### src/rtl/demux_pkg.sv
// ============================================================================
// Module : demux_pkg
// Brief  : Shared constants for the 1-to-4 stream demultiplexer.
// Rev    : 1.0 - initial release
// ============================================================================
`default_nettype none

package demux_pkg;

  localparam int CH_N  = 4;
  localparam int SEL_W = 2;

  // Channel indices use the same {s1,s0} encoding as the 4:1 mux path
  localparam logic [SEL_W-1:0] CH0 = 2'd0;
  localparam logic [SEL_W-1:0] CH1 = 2'd1;
  localparam logic [SEL_W-1:0] CH2 = 2'd2;
  localparam logic [SEL_W-1:0] CH3 = 2'd3;

endpackage

`default_nettype wire

### src/rtl/demux_slot.sv
// ============================================================================
// Module : demux_slot
// Brief  : One-entry output register slice with valid flag and drain counter.
// Rev    : 1.0 - initial release
// ============================================================================
`default_nettype none

module demux_slot
  import demux_pkg::*;
#(
  parameter int W     = 4,
  parameter int CNT_W = 8
) (
  input  logic             clk,
  input  logic             reset,
  input  logic             load,
  input  logic [W-1:0]     din,
  input  logic             ready,
  output logic             valid,
  output logic [W-1:0]     dout,
  output logic [CNT_W-1:0] cnt
);

  logic             r_valid;
  logic [W-1:0]     r_data;
  logic [CNT_W-1:0] r_cnt;
  logic             w_drain;

  assign w_drain = r_valid && ready;

  always_ff @(posedge clk) begin
    if (reset) begin
      r_valid <= 1'b0;
      r_data  <= '0;
      r_cnt   <= '0;
    end else begin
      // A reload wins over a drain so the slot stays full on back-to-back words
      if (load) begin
        r_data  <= din;
        r_valid <= 1'b1;
      end else if (w_drain) begin
        r_valid <= 1'b0;
      end
      if (w_drain) begin
        r_cnt <= r_cnt + {{(CNT_W-1){1'b0}}, 1'b1};
      end
    end
  end

  assign valid = r_valid;
  assign dout  = r_data;
  assign cnt   = r_cnt;

endmodule

`default_nettype wire

### src/rtl/demux14_4_stream.sv
// ============================================================================
// Module : demux14_4_stream
// Brief  : Registered 1-to-4 valid/ready demultiplexer, select or round-robin.
// Rev    : 1.0 - initial release
// ============================================================================
`default_nettype none

module demux14_4_stream
  import demux_pkg::*;
#(
  parameter int W     = 4,
  parameter int CNT_W = 8
) (
  input  logic             clk,
  input  logic             reset,
  input  logic             mode,
  input  logic             s0,
  input  logic             s1,
  input  logic             in_valid,
  output logic             in_ready,
  input  logic [W-1:0]     in_data,
  output logic [3:0]       out_valid,
  input  logic [3:0]       out_ready,
  output logic [W-1:0]     e0,
  output logic [W-1:0]     e1,
  output logic [W-1:0]     e2,
  output logic [W-1:0]     e3,
  output logic [CNT_W-1:0] cnt0,
  output logic [CNT_W-1:0] cnt1,
  output logic [CNT_W-1:0] cnt2,
  output logic [CNT_W-1:0] cnt3
);

  logic [SEL_W-1:0] r_rr_ptr;
  logic [SEL_W-1:0] w_tgt;
  logic             w_in_ready;
  logic             w_accept;
  logic [CH_N-1:0]  w_load;
  logic [CH_N-1:0]  w_valid;
  logic [W-1:0]     w_dout [CH_N];
  logic [CNT_W-1:0] w_cnt  [CH_N];

  assign w_tgt      = mode ? r_rr_ptr : {s1, s0};
  assign w_in_ready = !reset && (!w_valid[w_tgt] || out_ready[w_tgt]);
  assign w_accept   = in_valid && w_in_ready;

  // Pointer only advances on round-robin accepts; manual mode leaves it parked
  always_ff @(posedge clk) begin
    if (reset) begin
      r_rr_ptr <= CH0;
    end else if (w_accept && mode) begin
      r_rr_ptr <= r_rr_ptr + 2'd1;
    end
  end

  generate
    for (genvar k = 0; k < CH_N; k++) begin : g_slot
      localparam logic [SEL_W-1:0] c_idx = SEL_W'(k);

      assign w_load[k] = w_accept && (w_tgt == c_idx);

      demux_slot #(
        .W     (W),
        .CNT_W (CNT_W)
      ) u_slot (
        .clk   (clk),
        .reset (reset),
        .load  (w_load[k]),
        .din   (in_data),
        .ready (out_ready[k]),
        .valid (w_valid[k]),
        .dout  (w_dout[k]),
        .cnt   (w_cnt[k])
      );
    end
  endgenerate

  assign in_ready  = w_in_ready;
  assign out_valid = w_valid;
  assign e0        = w_dout[CH0];
  assign e1        = w_dout[CH1];
  assign e2        = w_dout[CH2];
  assign e3        = w_dout[CH3];
  assign cnt0      = w_cnt[CH0];
  assign cnt1      = w_cnt[CH1];
  assign cnt2      = w_cnt[CH2];
  assign cnt3      = w_cnt[CH3];

endmodule

`default_nettype wire

### config.mk
export PLATFORM = sky130hd
export DESIGN_NAME = demux14_4_stream
export DESIGN_NICKNAME = d
export VERILOG_FILES = /design/src/rtl/demux_pkg.sv /design/src/rtl/demux_slot.sv /design/src/rtl/demux14_4_stream.sv
export SDC_FILE = /design/constraint.sdc
export NUM_CORES = 1
export LEC_CHECK = 0
export ABC_AREA = 1
export BUFFER_PORTS_ARGS = -buffer_cell sky130_fd_sc_hd__buf_2
export CAP_MARGIN = 20
export CELL_PAD_IN_SITES_DETAIL_PLACEMENT = 1
export CELL_PAD_IN_SITES_GLOBAL_PLACEMENT = 1
export CORE_AREA = 5 5 89 91
export CTS_CLUSTER_DIAMETER = 80
export DETAILED_ROUTE_END_ITERATION = 8
export DIE_AREA = 0 0 94 96
export PLACE_DENSITY_LB_ADDON = 0.08
export SYNTH_ARGS = -nofsm -noshare
export SYNTH_HDL_FRONTEND = slang
export SYNTH_SLANG_ARGS = --single-unit
export TNS_END_PERCENT = 100
### constraint.sdc
create_clock -name clk -period 1.67 [get_ports clk]
set_clock_uncertainty 0.15 [all_clocks]
set_input_delay 0.334 -clock clk [delete_from_list [all_inputs] [get_ports clk]]
set_output_delay 0.334 -clock clk [all_outputs]
set_load 0.01 [all_outputs]
# After elaboration in Yosys (flattened, before gate mapping)
# Cells that the tools add are included.
dict set report totals {
  ff_bits 54
  in_bits 14
  output_inout_bits 53
  word_cells 54
}
dict set report classes {
  add_sub_neg 5
  order_cmp 1
  n_eq_ne 3
  mux 13
  n_reduce_logical 19
}
# operator n
set op_table {}
lappend op_table {{$add A8 B1 Y8 const B} 4}
lappend op_table {{$logic_and A1 B1 Y1} 11}
lappend op_table {{$mux W1} 10}
lappend op_table {{$reduce_bool A2 Y1} 4}
lappend op_table {{$bmux W1 S2} 2}
lappend op_table {{$eq A2 B2 Y1 const B} 2}
lappend op_table {{$lt A2 B3 Y1 const B} 1}
lappend op_table {{$add A2 B1 Y2 const B} 1}
lappend op_table {{$eq A2 B1 Y1 const B} 1}
lappend op_table {{$logic_not A1 Y1} 2}
lappend op_table {{$logic_not A2 Y1} 1}
lappend op_table {{$mux W2} 1}
lappend op_table {{$logic_or A1 B1 Y1} 1}

# Logic depth before layout (Yosys ltp)
dict set report depth {
  depth_word 9
  depth_mapped 12
  depth_no_buf 12
}

# Modules after synthesis
# A second synthesis with hierarchy kept.
dict set report hier_totals {
  cells_unflattened 376
  area_unflattened_um2 2561.2
}
# mod instances cells_per_inst area_per_inst_um2 seq_area_each_um2
set by_module_without_submodules {}
lappend by_module_without_submodules {demux_slot 4 81 571.8 260.2}
lappend by_module_without_submodules {demux14_4_stream 1 52 274.0 40.0}

# Least setup slack after synthesis
# Ideal clock, no wire load.
dict set report synth_timing {
  kind {register to register}
  from {reg g_slot[0].u_slot.r_valid}
  to {reg g_slot[0].u_slot.r_cnt[7]}
  setup_ns 0.115
  t_arrival_ns 1.220
  t_required_ns 1.405
  slack_ns 0.185
  stages_incl_launch_ff 11
  n_path_buf 0
  period_less_slack_ns 1.485
  path_cell_list {dfxtp_1 > nand2_1 > inv_1 > nand2_1 > nor2_1 > nand2_1 > nor2_1 > nand2_1 > nor2_1 > a21oi_1 > o21a_1}
}
dict set report synth_between {
  elab_chain_len 1
}
# item line
set synth_rtl {}
lappend synth_rtl {{start, declared} demux_slot.sv:24} ;# logic r_valid;
lappend synth_rtl {{start signal, assigned} demux_slot.sv:33} ;# r_valid <= 1'b0;
lappend synth_rtl {{start signal, assigned} demux_slot.sv:40} ;# r_valid <= 1'b1;
lappend synth_rtl {{start signal, assigned} demux_slot.sv:42} ;# r_valid <= 1'b0;
lappend synth_rtl {{$logic_and A1 B1 Y1} demux_slot.sv:29} ;# assign w_drain = r_valid && ready;
lappend synth_rtl {{end signal, assigned} demux_slot.sv:45} ;# r_cnt <= r_cnt + {{(CNT_W-1){1'b0}}, 1'b1};
lappend synth_rtl {{end, declared} demux_slot.sv:26} ;# logic [CNT_W-1:0] r_cnt;
# Every way passes these cells.
# A chain may end at the register's enable or synchronous reset.

# Final worst setup path
dict set report layout_timing {
  from {reg r_rr_ptr[0]}
  to {out in_ready}
}
dict set report layout_between {
  elab_chain_len 6
  elab_cells_between_ends 8
  cone_classes {mux: 5; reduce/logical: 3}
}
# item line
set layout_rtl {}
lappend layout_rtl {{start, declared} demux14_4_stream.sv:34} ;# logic [SEL_W-1:0] r_rr_ptr;
lappend layout_rtl {{start signal, assigned} demux14_4_stream.sv:52} ;# r_rr_ptr <= r_rr_ptr + 2'd1;
lappend layout_rtl {{$mux W2 (*)} demux14_4_stream.sv:43} ;# assign w_tgt = mode ? r_rr_ptr : {s1, s0};
lappend layout_rtl {{$bmux W1 S2} demux14_4_stream.sv:44} ;# assign w_in_ready = !reset && (!w_valid[w_tgt] || out_ready[w_tgt]);
lappend layout_rtl {{$mux W1 (implied by the code)} demux14_4_stream.sv:44}
lappend layout_rtl {{$logic_not A1 Y1} demux14_4_stream.sv:44}
lappend layout_rtl {{$logic_or A1 B1 Y1 (*)} demux14_4_stream.sv:44}
lappend layout_rtl {{$logic_and A1 B1 Y1 (*)} demux14_4_stream.sv:44}
lappend layout_rtl {{end, declared} demux14_4_stream.sv:20} ;# output logic in_ready,
# Mark *: on every way between the ends. The rest lies on a longest branch, timed or not. The select of a mux whose other input is x is not followed.

==> results summary <==
The category of the critical setup timing path is flip-flop to primary output. The most frequent cell after synthesis is sky130_fd_sc_hd__nand2_1. The area share of the leading cell type in the synthesized netlist is roughly 42%. The number of levels the H-tree was split into came out at 2. Pin placement for this block handled 67 I/O pins.

The worst hold path belongs to the class input port to flip-flop. Row generation in the floorplan step produced 31 rows. In this run the remaining antenna-violating nets after routing total 0. The data required time of the critical path is roughly 1.2 ns. The setup violation total in the final timing report is 3. By area the synthesized netlist is led by sky130_fd_sc_hd__dfxtp_1 42%, sky130_fd_sc_hd__nand2_1 14%, sky130_fd_sc_hd__nor2_1 11%, sky130_fd_sc_hd__inv_1 7.5%, sky130_fd_sc_hd__a21oi_1 4.1%. The via density per instance came out at approximately 4.7. The net switching fraction of the power came out at 26.3%. By instance count, the cell type seen most on the critical path is sky130_fd_sc_hd__nand2_2. The area of the die came out at between 9000 and 10000 um2. The number of max-cap violations came out at 0. The via count of the first global-routing pass came out at 2376. The largest net degree at the start of global routing came out at 29. The sum of overflow across all layers after global routing is 0. After clock tree synthesis, the flow added hold-fix buffers numbering 0. The initial DRC count is between 60 and 70.

The final reports fail on negative setup slack. The post-placement cell area came out at between 3000 and 4000 um2. Setup repair after global routing could not meet its margin everywhere. The gate count after technology mapping is about 360. The post-CTS clock slew at the launch and capture registers of the worst setup and hold paths came out at ~0.10 ns. The synthesized design spends more area on one cell type than any other, namely sky130_fd_sc_hd__dfxtp_1.

Prior to clock tree synthesis, the placed netlist has a worst setup slack of -0.120 ns. The power per standard cell area came out at ~780 nW/um2. At the pin with the least slew margin, the transition time is between 0.4 and 0.5 ns.

The smallest setup slack after layout is -0.189 ns. The core footprint is approximately 7100 um2. In the synthesized netlist the async set-or-reset flop fraction comes to 0%.

The final-report hold violation count is 0. Across all layers, the routed design uses ~2.6k vias. The largest fanout on the critical path is 5. The fraction of the cycle the final worst path needs came out at 111%. The leakage power figure came out at about 1.7 nW.

The part of the total power dissipated in combinational logic came out at between 10% and 20%. The final antenna diode count came out at 0. The total number of clock tree sinks is 54.

Counting along the longest clock path gives a buffer depth of 2. The kind of cell with the highest combined delay along the critical path is simple AND/OR/NAND/NOR gates. The overall fraction of global-route tracks in use is between 10 and 15%. Buffers placed on the I/O ports in this run total 66. Clock tree synthesis selected as its root buffer the cell sky130_fd_sc_hd__clkbuf_8. The commonest cells after synthesis are 94 x sky130_fd_sc_hd__nand2_1, 73 x sky130_fd_sc_hd__nor2_1, 54 x sky130_fd_sc_hd__dfxtp_1.

The placer congestion estimate is about 0.79. The fraction of the core area covered by cells at the end of the flow came out at a little under half. The wire length of the first global-routing pass is 10700 um. For this run, the leading register cell type out of synthesis is sky130_fd_sc_hd__dfxtp_1. The initial antenna violation count is 0.

The endpoint arrival time on the critical path came out at 1.37 ns. The number of fill cells came out at around 960. The maximum clock frequency is around 0.54 GHz. The count of buffer and inverter cells on the critical path came out at 2. The width of the chip came out at 94 um. The number of nets in the synthesized netlist is about 380. The flow ran to the end, but the final reports show violations. The final count of pins violating max slew was 0. The clock latency at the later pin of the worst-skew pair came out at 0.31 ns. The number of distinct library cells after synthesis came out at 25. The type of element launching the critical path is a flip-flop. The number of clock buffers inserted by TritonCTS came out at 5.

The starting utilization of the core area came out at 36.1%. The sequential area share after synthesis is 42.5%. The nature of the critical path endpoint is a primary output. Per report_power, the sequential group accounts for 50.8% of the total. The CTS tree is yes. The length of the first detailed-routing pass in iterations is 4. In this run the mean area of a mapped cell was approximately 7 um2. After the last flow step, the layout net total stands at 470. The clock period minus final worst setup slack is ~1.9 ns. The internal power of the cells totals roughly 1.9 mW. Cells with a size suffix above 1 make up roughly 31% of the layout. The reported net switching power came out at between 600 and 700 uW. The final design area excluding fillers is approximately 3400 um2.

The half-perimeter wire length of the detailed placement result is between 5000 and 6000 um. For flop-to-flop paths, the worst setup slack is -0.01 ns. The largest single stage delay on the critical path is roughly 0.36 ns. Among all stages on the critical path, the largest delay is contributed by sky130_fd_sc_hd__dfxtp_2. The area growth from synthesis to layout is 32.2%. Walking the worst path, the cells encountered are inv_2, nand2_2, nand2_4, nand2_2, nand2_2, nand2_2, nand2_4, a21oi_2, buf_2. Wires add up to 7020 um. The post-route worst hold slack is ~0.13 ns. The final routed DRC violation total came out at 0. The combined area of all synthesized cells is roughly 2500 um2.

The synthesized design contains 0 enable-type register cells. The die span in y is around 96 um. The number of synthesis warnings is 0. The routed wirelength normalized by instance count came out at around 13 um. The clock network is responsible for roughly 37% of the overall power. The worst relative slew slack came out at ~72%. The flip-flop and latch count after synthesis came out at 54. The peak supply drop came out at between 300 and 400 uV.
## final timing paths
check,start,end,depth (start not counted)
setup reg to reg,r_rr_ptr[0],g_slot[3].u_slot.dout[3],11
hold reg to reg,g_slot[3].u_slot.cnt[7],g_slot[3].u_slot.cnt[7],1
setup / recovery,r_rr_ptr[0],in_ready,9
hold / removal,reset,g_slot[1].u_slot.valid,2
## kinds of logic (layout without fill, tap and decap cells)
kind of cell / Yosys count / after routing / synth area share (%)
compound gates: 38 / 38 / 7.82
simple gates: 202 / 206 / 35.6
buf+inv: 63 / 149 / 11.5
flops: 54 / 54 / 42.5
fa+ha+maj: 4 / 4 / 1.97
xor+xnor: 2 / 2 / 0.688
## power groups by stage
stage	combinational, mW	sequential [mW]	clock [mW]
5_1_grt	0.361	1.34	1.06
4_1_cts	0.297	1.33	1.00
2_1_floorplan	0.162	1.37	0
6_report	0.322	1.33	0.967
3_5_place_dp	0.278	1.36	0
3_3_place_gp	0.270	1.36	0
## registers in the layout, indices dropped and copies added (netlist names)
name and flops:
g_slot.u_slot.cnt 32, g_slot.u_slot.dout 16, g_slot.u_slot.valid 4, r_rr_ptr 2
## what timing repair did
item	CTS	global route
buffers inserted	2	0
endpoints found under the setup margin	1	24
gates cloned	0	4
pin swaps	7	1
gates resized for setup	16	17
## worst register-to-register path: cells and delay by family (launching register included)
family,cells,cell delay (ns)
buffers and inverters,1,0.04
flip-flops,1,0.36
AND/OR/NAND/NOR,10,1.03
## per-layer routing
layer,up-vias,wire length [um],track usage (%),share of wire (%)
met5,-,0,0,0
met4,0,70,3.97,1.0
met3,6,361,3.60,5.1
met2,45,3420,25.6,49
met1,1214,3170,18.5,45
li1,1306,-,-,-
## cell usage in the layout, fill, tap and decap left out, types with 2 or more instances in the layout
| cell | netlist | layout |
|---|---|---|
| sky130_fd_sc_hd__nand4_2 | 0 | 2 |
| sky130_fd_sc_hd__nand2_2 | 6 | 11 |
| sky130_fd_sc_hd__buf_4 | 4 | 22 |
| sky130_fd_sc_hd__nand2_1 | 94 | 86 |
| sky130_fd_sc_hd__xor2_1 | 2 | 2 |
| sky130_fd_sc_hd__ha_1 | 4 | 4 |
| sky130_fd_sc_hd__clkbuf_8 | 1 | 6 |
| sky130_fd_sc_hd__nand3_2 | 0 | 3 |
| sky130_fd_sc_hd__nand2_4 | 2 | 5 |
| sky130_fd_sc_hd__o21ai_1 | 0 | 2 |
| sky130_fd_sc_hd__nand3_1 | 9 | 6 |
| sky130_fd_sc_hd__nand4_4 | 4 | 6 |
| sky130_fd_sc_hd__dfxtp_1 | 54 | 52 |
| sky130_fd_sc_hd__o21ai_0 | 14 | 12 |
| sky130_fd_sc_hd__nor3_1 | 5 | 4 |
| sky130_fd_sc_hd__nor2_2 | 0 | 5 |
| sky130_fd_sc_hd__dfxtp_2 | 0 | 2 |
| sky130_fd_sc_hd__inv_2 | 1 | 4 |
| sky130_fd_sc_hd__a21oi_1 | 21 | 20 |
| sky130_fd_sc_hd__nor2_4 | 1 | 2 |
| sky130_fd_sc_hd__nor2_1 | 73 | 67 |
| sky130_fd_sc_hd__inv_1 | 51 | 48 |
| sky130_fd_sc_hd__buf_2 | 0 | 66 |
| sky130_fd_sc_hd__nand4_1 | 5 | 5 |
## through the flow
step	setup TNS, ns	instances	total power [mW]
finish	-0.201	552	2.62
detailed placement	-1.91	538	1.64
global placement	-0.547	538	1.63
floorplan	0	363	1.53
global route	-1.91	552	2.75
CTS	-0.208	548	2.63
## final cells by class
| class | count | area (um2) | area share, % |
|---|---|---|---|
| Inverter | 52 | 195 | 5.80 |
| Multi-Input combinational cell | 250 | 1320 | 39.4 |
| Tap cell | 99 | 124 | 3.68 |
| Clock buffer | 6 | 82.6 | 2.46 |
| Clock inverter | 2 | 38.8 | 1.15 |
| Sequential cell | 54 | 1080 | 32.2 |
| Timing Repair Buffer | 89 | 515 | 15.3 |
No activity file was read; power rests on OpenSTA's default activity.
